File: config.mk
export PLATFORM = sky130hd
export DESIGN_NAME = multicycle_ctrl_flat
export DESIGN_NICKNAME = d
export VERILOG_FILES = /design/src/rtl/mips_ctrl_pkg.sv /design/src/rtl/multicycle_ctrl_if.sv /design/src/rtl/multicycle_ctrl_outdec.sv /design/src/rtl/multicycle_ctrl.sv /design/src/flat_wrapper.sv
export SDC_FILE = /design/constraint.sdc
export NUM_CORES = 1
export LEC_CHECK = 0
export CAP_MARGIN = 20
export CORE_ASPECT_RATIO = 1.5
export CORE_MARGIN = 3
export CORE_UTILIZATION = 49
export CTS_BUF_LIST = sky130_fd_sc_hd__clkbuf_4
export DETAILED_ROUTE_END_ITERATION = 6
export PLACE_DENSITY = 0.79
export REMOVE_ABC_BUFFERS = 1
export SLEW_MARGIN = 20
export SYNTH_ARGS = -nofsm -noshare
export SYNTH_HDL_FRONTEND = slang
export SYNTH_HIERARCHICAL = 1
export SYNTH_SLANG_ARGS = --single-unit
File: constraint.sdc
create_clock -name clk -period 2.2 [get_ports clk]
set_input_delay 0.22 -clock clk [delete_from_list [all_inputs] [get_ports clk]]
set_output_delay 0.22 -clock clk [all_outputs]
set_load 0.05 [all_outputs]
File: src/rtl/mips_ctrl_pkg.sv
// mips_ctrl_pkg: state encodings, opcodes and control-field codes shared by the multi-cycle MIPS controller.
package mips_ctrl_pkg;

    typedef enum logic [3:0] {
        S_IDLE   = 4'd0,
        S_FETCH  = 4'd1,
        S_DECODE = 4'd2,
        S_MEMADR = 4'd3,
        S_MEMRD  = 4'd4,
        S_MEMWB  = 4'd5,
        S_MEMWR  = 4'd6,
        S_EXEC   = 4'd7,
        S_ALUWB  = 4'd8,
        S_ADDIEX = 4'd9,
        S_ADDIWB = 4'd10,
        S_BEQ    = 4'd11,
        S_JUMP   = 4'd12,
        S_TRAP   = 4'd13
    } state_t;

    localparam logic [5:0] OP_RTYPE = 6'b000000;
    localparam logic [5:0] OP_ADDI  = 6'b001000;
    localparam logic [5:0] OP_LW    = 6'b100011;
    localparam logic [5:0] OP_SW    = 6'b101011;
    localparam logic [5:0] OP_BEQ   = 6'b000100;
    localparam logic [5:0] OP_J     = 6'b000010;

    localparam logic [1:0] ALU_ADD   = 2'b00;
    localparam logic [1:0] ALU_SUB   = 2'b01;
    localparam logic [1:0] ALU_FUNCT = 2'b10;

    localparam logic [1:0] SRCB_B     = 2'b00;
    localparam logic [1:0] SRCB_4     = 2'b01;
    localparam logic [1:0] SRCB_IMM   = 2'b10;
    localparam logic [1:0] SRCB_IMMSH = 2'b11;

    localparam logic [1:0] PC_ALU    = 2'b00;
    localparam logic [1:0] PC_ALUOUT = 2'b01;
    localparam logic [1:0] PC_JUMP   = 2'b10;

    typedef struct packed {
        logic       pc_write;
        logic       branch;
        logic       iord;
        logic       mem_read;
        logic       mem_write;
        logic       ir_write;
        logic       mem_to_reg;
        logic       reg_dst;
        logic       reg_write;
        logic       alu_src_a;
        logic [1:0] alu_src_b;
        logic [1:0] alu_op;
        logic [1:0] pc_src;
    } ctrl_t;

endpackage

File: src/rtl/multicycle_ctrl_if.sv
// multicycle_ctrl_if: opcode/memory handshake inputs and datapath control strobes between controller and datapath.
interface multicycle_ctrl_if;
    logic [5:0] opcode;
    logic       mem_ready;
    logic       PCWrite;
    logic       Branch;
    logic       IorD;
    logic       MemRead;
    logic       MemWrite;
    logic       IRWrite;
    logic       MemtoReg;
    logic       RegDst;
    logic       RegWrite;
    logic       ALUSrcA;
    logic [1:0] ALUSrcB;
    logic [1:0] ALUOp;
    logic [1:0] PCSrc;

    modport master (
        input  opcode, mem_ready,
        output PCWrite, Branch, IorD, MemRead, MemWrite, IRWrite,
               MemtoReg, RegDst, RegWrite, ALUSrcA, ALUSrcB, ALUOp, PCSrc
    );

    modport slave (
        output opcode, mem_ready,
        input  PCWrite, Branch, IorD, MemRead, MemWrite, IRWrite,
               MemtoReg, RegDst, RegWrite, ALUSrcA, ALUSrcB, ALUOp, PCSrc
    );
endinterface

File: src/rtl/multicycle_ctrl_outdec.sv
// multicycle_ctrl_outdec: combinational state -> control-word decoder; only FETCH looks at mem_ready.
module multicycle_ctrl_outdec
    import mips_ctrl_pkg::*;
(
    input  state_t state,
    input  logic   mem_ready,
    output ctrl_t  ctrl
);

    always_comb begin
        ctrl = '0;
        case (state)
            S_FETCH: begin
                ctrl.mem_read  = 1'b1;
                ctrl.alu_src_b = SRCB_4;
                ctrl.alu_op    = ALU_ADD;
                ctrl.pc_src    = PC_ALU;
                ctrl.ir_write  = mem_ready;
                ctrl.pc_write  = mem_ready;
            end
            S_DECODE: ctrl.alu_src_b = SRCB_IMMSH;
            S_MEMADR, S_ADDIEX: begin
                ctrl.alu_src_a = 1'b1;
                ctrl.alu_src_b = SRCB_IMM;
            end
            S_MEMRD: begin
                ctrl.mem_read = 1'b1;
                ctrl.iord     = 1'b1;
            end
            S_MEMWB: begin
                ctrl.reg_write  = 1'b1;
                ctrl.mem_to_reg = 1'b1;
            end
            S_MEMWR: begin
                ctrl.mem_write = 1'b1;
                ctrl.iord      = 1'b1;
            end
            S_EXEC: begin
                ctrl.alu_src_a = 1'b1;
                ctrl.alu_src_b = SRCB_B;
                ctrl.alu_op    = ALU_FUNCT;
            end
            S_ALUWB: begin
                ctrl.reg_write = 1'b1;
                ctrl.reg_dst   = 1'b1;
            end
            S_ADDIWB: ctrl.reg_write = 1'b1;
            S_BEQ: begin
                ctrl.alu_src_a = 1'b1;
                ctrl.alu_op    = ALU_SUB;
                ctrl.branch    = 1'b1;
                ctrl.pc_src    = PC_ALUOUT;
            end
            S_JUMP: begin
                ctrl.pc_write = 1'b1;
                ctrl.pc_src   = PC_JUMP;
            end
            default: ;
        endcase
    end

endmodule

File: src/rtl/multicycle_ctrl.sv
// multicycle_ctrl: Moore FSM sequencing a multi-cycle MIPS datapath, with retired-instruction counter.
// Define MCCTRL_ILLEGAL_TRAP_EN to trap undefined opcodes (adds illegal_op); otherwise they retire silently as no-ops.
module multicycle_ctrl
    import mips_ctrl_pkg::*;
#(
    parameter int CNT_W = 32
) (
    input  logic               clk,
    input  logic               rst_n,
    multicycle_ctrl_if.master  bus,
    output logic [CNT_W-1:0]   retired,
    output logic [3:0]         state_o
`ifdef MCCTRL_ILLEGAL_TRAP_EN
    ,
    output logic               illegal_op
`endif
);

    state_t state, next;
    ctrl_t  ctrl;
    logic   retire;

    always_ff @(posedge clk or negedge rst_n) begin
        if (!rst_n) begin
            state   <= S_IDLE;
            retired <= '0;
        end else begin
            state   <= next;
            retired <= retire ? retired + CNT_W'(1) : retired;
        end
    end

    always_comb begin
        next = state;
        case (state)
            S_IDLE:   next = S_FETCH;
            S_FETCH:  next = bus.mem_ready ? S_DECODE : S_FETCH;
            S_DECODE: begin
                case (bus.opcode)
                    OP_LW, OP_SW: next = S_MEMADR;
                    OP_RTYPE:     next = S_EXEC;
                    OP_ADDI:      next = S_ADDIEX;
                    OP_BEQ:       next = S_BEQ;
                    OP_J:         next = S_JUMP;
`ifdef MCCTRL_ILLEGAL_TRAP_EN
                    default:      next = S_TRAP;
`else
                    default:      next = S_FETCH;
`endif
                endcase
            end
            S_MEMADR: next = (bus.opcode == OP_LW) ? S_MEMRD : S_MEMWR;
            S_MEMRD:  next = bus.mem_ready ? S_MEMWB : S_MEMRD;
            S_MEMWR:  next = bus.mem_ready ? S_FETCH : S_MEMWR;
            S_EXEC:   next = S_ALUWB;
            S_ADDIEX: next = S_ADDIWB;
            S_MEMWB, S_ALUWB, S_ADDIWB, S_BEQ, S_JUMP: next = S_FETCH;
            S_TRAP:   next = S_TRAP;
            default:  next = S_IDLE;
        endcase
    end

    // An instruction retires on the edge that leaves its final state.
    assign retire = (state inside {S_MEMWB, S_ALUWB, S_ADDIWB, S_BEQ, S_JUMP}) ||
                    (state == S_MEMWR && bus.mem_ready);

    multicycle_ctrl_outdec u_outdec (
        .state     (state),
        .mem_ready (bus.mem_ready),
        .ctrl      (ctrl)
    );

    assign bus.PCWrite  = ctrl.pc_write;
    assign bus.Branch   = ctrl.branch;
    assign bus.IorD     = ctrl.iord;
    assign bus.MemRead  = ctrl.mem_read;
    assign bus.MemWrite = ctrl.mem_write;
    assign bus.IRWrite  = ctrl.ir_write;
    assign bus.MemtoReg = ctrl.mem_to_reg;
    assign bus.RegDst   = ctrl.reg_dst;
    assign bus.RegWrite = ctrl.reg_write;
    assign bus.ALUSrcA  = ctrl.alu_src_a;
    assign bus.ALUSrcB  = ctrl.alu_src_b;
    assign bus.ALUOp    = ctrl.alu_op;
    assign bus.PCSrc    = ctrl.pc_src;
    assign state_o      = state;
`ifdef MCCTRL_ILLEGAL_TRAP_EN
    assign illegal_op   = (state == S_TRAP);
`endif

endmodule

File: src/flat_wrapper.sv
// flat-port wrapper written by rule: the top's interface ports become plain ports
module multicycle_ctrl_flat import mips_ctrl_pkg::*;
#(
    parameter int CNT_W = 32
)
  (clk, rst_n, retired, state_o, bus_opcode, bus_mem_ready, bus_PCWrite, bus_Branch, bus_IorD, bus_MemRead, bus_MemWrite, bus_IRWrite, bus_MemtoReg, bus_RegDst, bus_RegWrite, bus_ALUSrcA, bus_ALUSrcB, bus_ALUOp, bus_PCSrc);
  multicycle_ctrl_if bus_i ();
  input  logic clk;
  input  logic rst_n;
  output logic [CNT_W-1:0] retired;
  output logic [3:0] state_o;
  input wire logic [$bits(bus_i.opcode)-1:0] bus_opcode;
  input wire logic [$bits(bus_i.mem_ready)-1:0] bus_mem_ready;
  output wire logic [$bits(bus_i.PCWrite)-1:0] bus_PCWrite;
  output wire logic [$bits(bus_i.Branch)-1:0] bus_Branch;
  output wire logic [$bits(bus_i.IorD)-1:0] bus_IorD;
  output wire logic [$bits(bus_i.MemRead)-1:0] bus_MemRead;
  output wire logic [$bits(bus_i.MemWrite)-1:0] bus_MemWrite;
  output wire logic [$bits(bus_i.IRWrite)-1:0] bus_IRWrite;
  output wire logic [$bits(bus_i.MemtoReg)-1:0] bus_MemtoReg;
  output wire logic [$bits(bus_i.RegDst)-1:0] bus_RegDst;
  output wire logic [$bits(bus_i.RegWrite)-1:0] bus_RegWrite;
  output wire logic [$bits(bus_i.ALUSrcA)-1:0] bus_ALUSrcA;
  output wire logic [$bits(bus_i.ALUSrcB)-1:0] bus_ALUSrcB;
  output wire logic [$bits(bus_i.ALUOp)-1:0] bus_ALUOp;
  output wire logic [$bits(bus_i.PCSrc)-1:0] bus_PCSrc;
  assign bus_i.opcode = bus_opcode;
  assign bus_i.mem_ready = bus_mem_ready;
  assign bus_PCWrite = bus_i.PCWrite;
  assign bus_Branch = bus_i.Branch;
  assign bus_IorD = bus_i.IorD;
  assign bus_MemRead = bus_i.MemRead;
  assign bus_MemWrite = bus_i.MemWrite;
  assign bus_IRWrite = bus_i.IRWrite;
  assign bus_MemtoReg = bus_i.MemtoReg;
  assign bus_RegDst = bus_i.RegDst;
  assign bus_RegWrite = bus_i.RegWrite;
  assign bus_ALUSrcA = bus_i.ALUSrcA;
  assign bus_ALUSrcB = bus_i.ALUSrcB;
  assign bus_ALUOp = bus_i.ALUOp;
  assign bus_PCSrc = bus_i.PCSrc;
  multicycle_ctrl #(.CNT_W(CNT_W)) u_core (.clk(clk), .rst_n(rst_n), .bus(bus_i), .retired(retired), .state_o(state_o));
endmodule
## Yosys cells after proc, flatten, opt, wreduce, memory -nomap -nowiden

Cells that the tools add are included.
W data, S select, Z words.

- Add/sub/neg operators: 1
- Equality and inequality tests: 18
- Multiplexer cells: 19
- Reduce and logical (&&, ||, !) cells: 12

Operators with widths:

| operator | count |
|---|---|
| $pmux W4 S9 | 1 |
| $add A32 B1 Y32 const B | 1 |
| $eq A4 B4 Y1 const B | 6 |
| $pmux W4 S5 | 1 |
| $eq A4 B3 Y1 const B | 4 |
| $eq A6 B6 Y1 const B | 2 |
| $mux W1 | 10 |
| $eq A4 B2 Y1 const B | 2 |
| $pmux W2 S2 | 2 |
| $reduce_or A2 Y1 | 4 |
| $eq A6 B2 Y1 const B | 1 |
| $eq A6 B3 Y1 const B | 1 |
| $eq A6 B4 Y1 const B | 1 |
| $logic_not A6 Y1 | 1 |
| $pmux W2 S3 | 1 |
| $reduce_or A6 Y1 | 1 |
| $reduce_bool A5 Y1 | 1 |
| $eq A4 B1 Y1 const B | 1 |
| $logic_not A4 Y1 | 1 |
| $mux W2 | 2 |
| $reduce_or A4 Y1 | 1 |
| $mux W3 | 1 |
| $reduce_or A3 Y1 | 1 |
| $pmux W1 S2 | 1 |
| other kinds (2) | 2 |

- Register bits after elaboration: 36
- Input bits: 9
- Word-level logic and storage cells: 52

## Longest topological paths before layout

Gate-level depths: netlist of run 1.

- Word-level depth: 4
- Depth in mapped cells: 7

## Hierarchy

Netlist of run 1, hierarchy kept.

Modules (own cells, without submodules):

| module | times used | cells an instance | area an instance (µm²) | sequential area each (µm²) |
|---|---|---|---|---|
| multicycle_ctrl | 1 | 187 | 1,858.0 | 900.9 |
| multicycle_ctrl_outdec | 1 | 32 | 245.2 | 0.0 |

## Least setup slack after synthesis of run 1

Ideal clock, no wire load.

- Path kind: reg-to-output
- From: register u_core.state[2], in the netlist u_core/state_o[2]
- To: output bus_ALUOp[0]
- Arrival: 2.108 ns
- Slack: -0.128 ns
- Stages on the path, launching flop included: 5
- Buffers on the path: 2
- Cells stage by stage: dfrtp_1 -> buf_2 -> nand2b_1 -> nor2_1 -> buf_4

- Longest elaborated chain between the ends: 2

Ends and longest elaborated chain:

| what | RTL line | source |
|---|---|---|
| from (decl) | multicycle_ctrl.sv:19 | `state_t state, next;` |
| from (signal assigned) | multicycle_ctrl.sv:28 | `state <= next;` |
| $eq A4 B4 Y1 / $eq A4 B3 Y1 (equally long branches) | multicycle_ctrl_outdec.sv:12 | `case (state)` |
| $pmux W2 S2 * | multicycle_ctrl_outdec.sv:12 |  |
| to (decl) | flat_wrapper.sv:25 | `output wire logic [$bits(bus_i.ALUOp)-1:0] bus_ALUOp;` |

Mark *: on every way between the ends. The rest lies on a longest branch, timed or not.

## Worst setup path after layout of run 1

- From: register u_core.state[1], in the netlist u_core/state_o[1]
- To: output state_o[1]

RTL lines:

| what | RTL line | source |
|---|---|---|
| to (decl) | flat_wrapper.sv:11 | `output logic [3:0] state_o;` |

No word-level cell between the ends.

==> results_dict.tcl, run 1 <==
set metrics [dict create \
    outcome "complete, no violations" \
    grt_first_pass_wirelength_um 8660 \
    diodes 0 \
    area.sequential_sq_um 901 \
    clkPwrFrac_pct 15.1 \
    drc 0 \
    yosys.area.top_type_share_pct 42.8 \
    synthArstFlopShare_pct 100 \
    cts_buffer_depth 2 \
    crit_arrival_ns 1.83 \
    post-route-period-util_pct 93.2 \
    power.switching_uw 1400 \
    drt_iter0_markers 147 \
    most-common-layout-cells "clkdlybuf4s50_1 (42), dfrtp_1 (36), buf_4 (23), xor2_1 (23), nor2_1 (21)" \
    nets 297 \
    path_clk_slew_ns 0.11 \
    pin_count 61 \
    syn-cell-area_sq_um 2100 \
    cpPeakStageDelay_ns 0.88 \
    grt_overflow 0 \
    drive_gt1_share_pct 17.4 \
    die_y_um 86.2 \
    setup_tns_ns 0 \
    area.growth.synth_to_final_pct 38.1 \
    fp.coreArea_sq_um 4030 \
    synth-edff-count 0 \
    place_inst 325 \
    worstMarginPinSlew_ns 0.537 \
    tritoncts "done" \
    multiInputGateArea_sq_um 1100 \
    p_int_uw 1570 \
    dr.pass1.iters 4 \
    cp.required_ns 1.98 \
    finalNonFillerCells 333 \
    viasPerCell 5.67 \
    grt_pass1_vias 1865 \
    hold_path_class "input port to asynchronous set/reset pin" \
    drt-total-wl_um 5070 \
    relSlewSlack_pct 63.9 \
    fmax_ghz 0.488 \
    wl_per_cell_um 15.2 \
    final_common_cell "clkdlybuf4s50_1" \
    rows 28 \
    cts-root-buf "clkbuf_4" \
    post-dp-hpwl_um 3670 \
    ys_ff_latch 36 \
    track_usage_pct 21.4 \
    ys_top_cells_by_area "dfrtp_1 (43%), xor2_1 (9.6%), xnor2_1 (4.2%), nor3_1 (4.0%), nor2_1 (3.9%)" \
    critPathTopFamily "buffers and inverters" \
    placedInstanceArea_sq_um 2820 \
    antenna_found_initial 0 \
    p_comb_share_pct 56.2 \
    start_util_pct 52.2 \
    power_frac_seq_pct 28.7 \
    die_w_um 59.5 \
    total_power_uw 2980 \
    synth_top_area_cell "dfrtp_1" \
    synth_warnings 6 \
    port_buffers 60 \
    worst-path-buf-inv 1 \
    hold_violations 0 \
    synth_cell_type_count 48 \
    cap_violations 0 \
    ant_nets 0 \
    sw_frac_of_total_pct 47.1 \
    dieArea_sq_um 5130 \
    slew_viol_final 0 \
    clkLatencyLatePin_ns 0.34 \
    p_per_area_nw_per_um2 1030 \
    vias 1887 \
    synth.avg_cell_area_sq_um 9.60 \
    ys.flop_type "dfrtp_1" \
    slowest_stage "clkdlybuf4s50_1" \
    cts-buffers-inserted 5 \
    peakVddDrop_v 0.00137 \
    critical_path.endpoint_type "primary output" \
    path_cells "clkdlybuf4s50_1" \
    fin_area_sq_um 2900 \
    grt_max_degree 37 \
    leakage_uw 0.00132 \
    fillers 310 \
    setup_violations 0 \
    rsz0062_at_grt "no" \
    clock-sinks 36 \
    cp_max_fo 13 \
    syn_inst 219 \
    finalWeightedCongestion 0.944 \
    worstSetupPathType "flip-flop to primary output" \
    synth.yosys.seq_area_share_pct 42.8 \
    fin_skew_ns 0.0138 \
    cts-htree-levels 2 \
    fin_crit_ns 2.05 \
    start_kind "flip-flop" \
]
## area by class of cell
type                    instances  share of cell area, %
multi-input cells             163                   37.7
flip-flops and latches         36                   31.0
repair buffers                 73                   25.7
well taps                      45                   1.94
clock buffers                   5                   1.29
clock inverters                 3                   1.29
inverters                       8                   1.03
## layer usage
layer / vias to the layer above / share of wire (%) / global-route usage, % / wire (um)
li1: 904 / - / - / -
met1: 891 / 42 / 27.5 / 2110
met2: 76 / 50 / 36.6 / 2550
met3: 16 / 6.1 / 3.28 / 307
met4: 0 / 2.1 / 6.25 / 106
met5: - / 0 / 0 / 0
## cells in the mapped netlist, types with 2 or more instances
cell / count
nand4_1: 3
dfrtp_1: 36
o22ai_1: 2
buf_6: 2
nor3_1: 17
nand3_1: 9
buf_2: 6
nor4_1: 12
or4_1: 2
nor2b_1: 3
nand3b_1: 2
nand2b_1: 2
xor2_1: 23
xnor2_1: 10
nor2_1: 22
nand2b_4: 3
a21oi_1: 4
inv_1: 8
buf_4: 3
nand2_1: 15
o21ai_0: 8
## registers in the layout (all words and copies together), names as in the netlist
name,cells
u_core/retired,32
u_core/state_o,4
## stage by stage
stage | util (%) | hold slack (ns) | worst slack [ns]
after floorplan | - | -0.0756 | -1.07
after global placement | 70.1 | 0.475 | 0.189
after detailed placement | 70.1 | 0.484 | 0.184
after CTS | 72.0 | 0.282 | 0.0387
after global routing | 72.1 | 0.311 | 0.0489
final | 72.1 | 0.269 | 0.149
## what timing repair did
action | 4_1_cts | 5_1_grt
gates resized for setup | 0 | 2
buffers inserted | 0 | 0
endpoints found under the setup margin | 0 | 4
hold buffers | 0 | 0
## power by group through the flow
stage | logic (uW) | clock network [uW] | registers [uW]
finish | 1670 | 450 | 856
global route | 1770 | 488 | 875
CTS | 1680 | 463 | 854
detailed placement | 1680 | 0 | 868
global placement | 1660 | 0 | 866
floorplan | 787 | 0 | 1180
## logic make-up after synthesis
| group | share of synthesized area (%) |
|---|---|
| simple gates | 28.3 |
| flops | 42.8 |
| xor+xnor | 13.7 |
| compound gates | 8.39 |
| buf+inv | 5.18 |
| mux | 1.01 |
| fa+ha+maj | 0.595 |
## final timing paths
path / startpoint / to / slack (ns) / cells after the start
max: u_core/state_o[1] / state_o[1] / 0.15 / 1
min: rst_n / u_core/retired[30] / 0.27 / 2
max reg2reg: u_core/state_o[1] / u_core/retired[15] / 0.24 / 6
min reg2reg: u_core/retired[31] / u_core/retired[31] / 0.50 / 1
max in group asynchronous: rst_n / u_core/retired[27] / 1.59 / 2
min in group clk: u_core/retired[31] / u_core/retired[31] / 0.50 / 1
(Power assumes the default switching activity.)
==> inputs of run 2 (changes only) <==
--- a/config.mk
+++ b/config.mk
@@ -18,3 +18,4 @@
 export SYNTH_HDL_FRONTEND = slang
 export SYNTH_HIERARCHICAL = 1
 export SYNTH_SLANG_ARGS = --single-unit
+export TNS_END_PERCENT = 10
==> results of run 2 <==
The final DEF is identical to that of run 1; final timing and power are the same.
==> inputs of run 3 (changes only) <==
--- a/config.mk
+++ b/config.mk
@@ -18,4 +18,3 @@
 export SYNTH_HDL_FRONTEND = slang
 export SYNTH_HIERARCHICAL = 1
 export SYNTH_SLANG_ARGS = --single-unit
-export TNS_END_PERCENT = 10
==> results of run 3 <==
The final DEF is identical to that of run 1; final timing and power are the same.
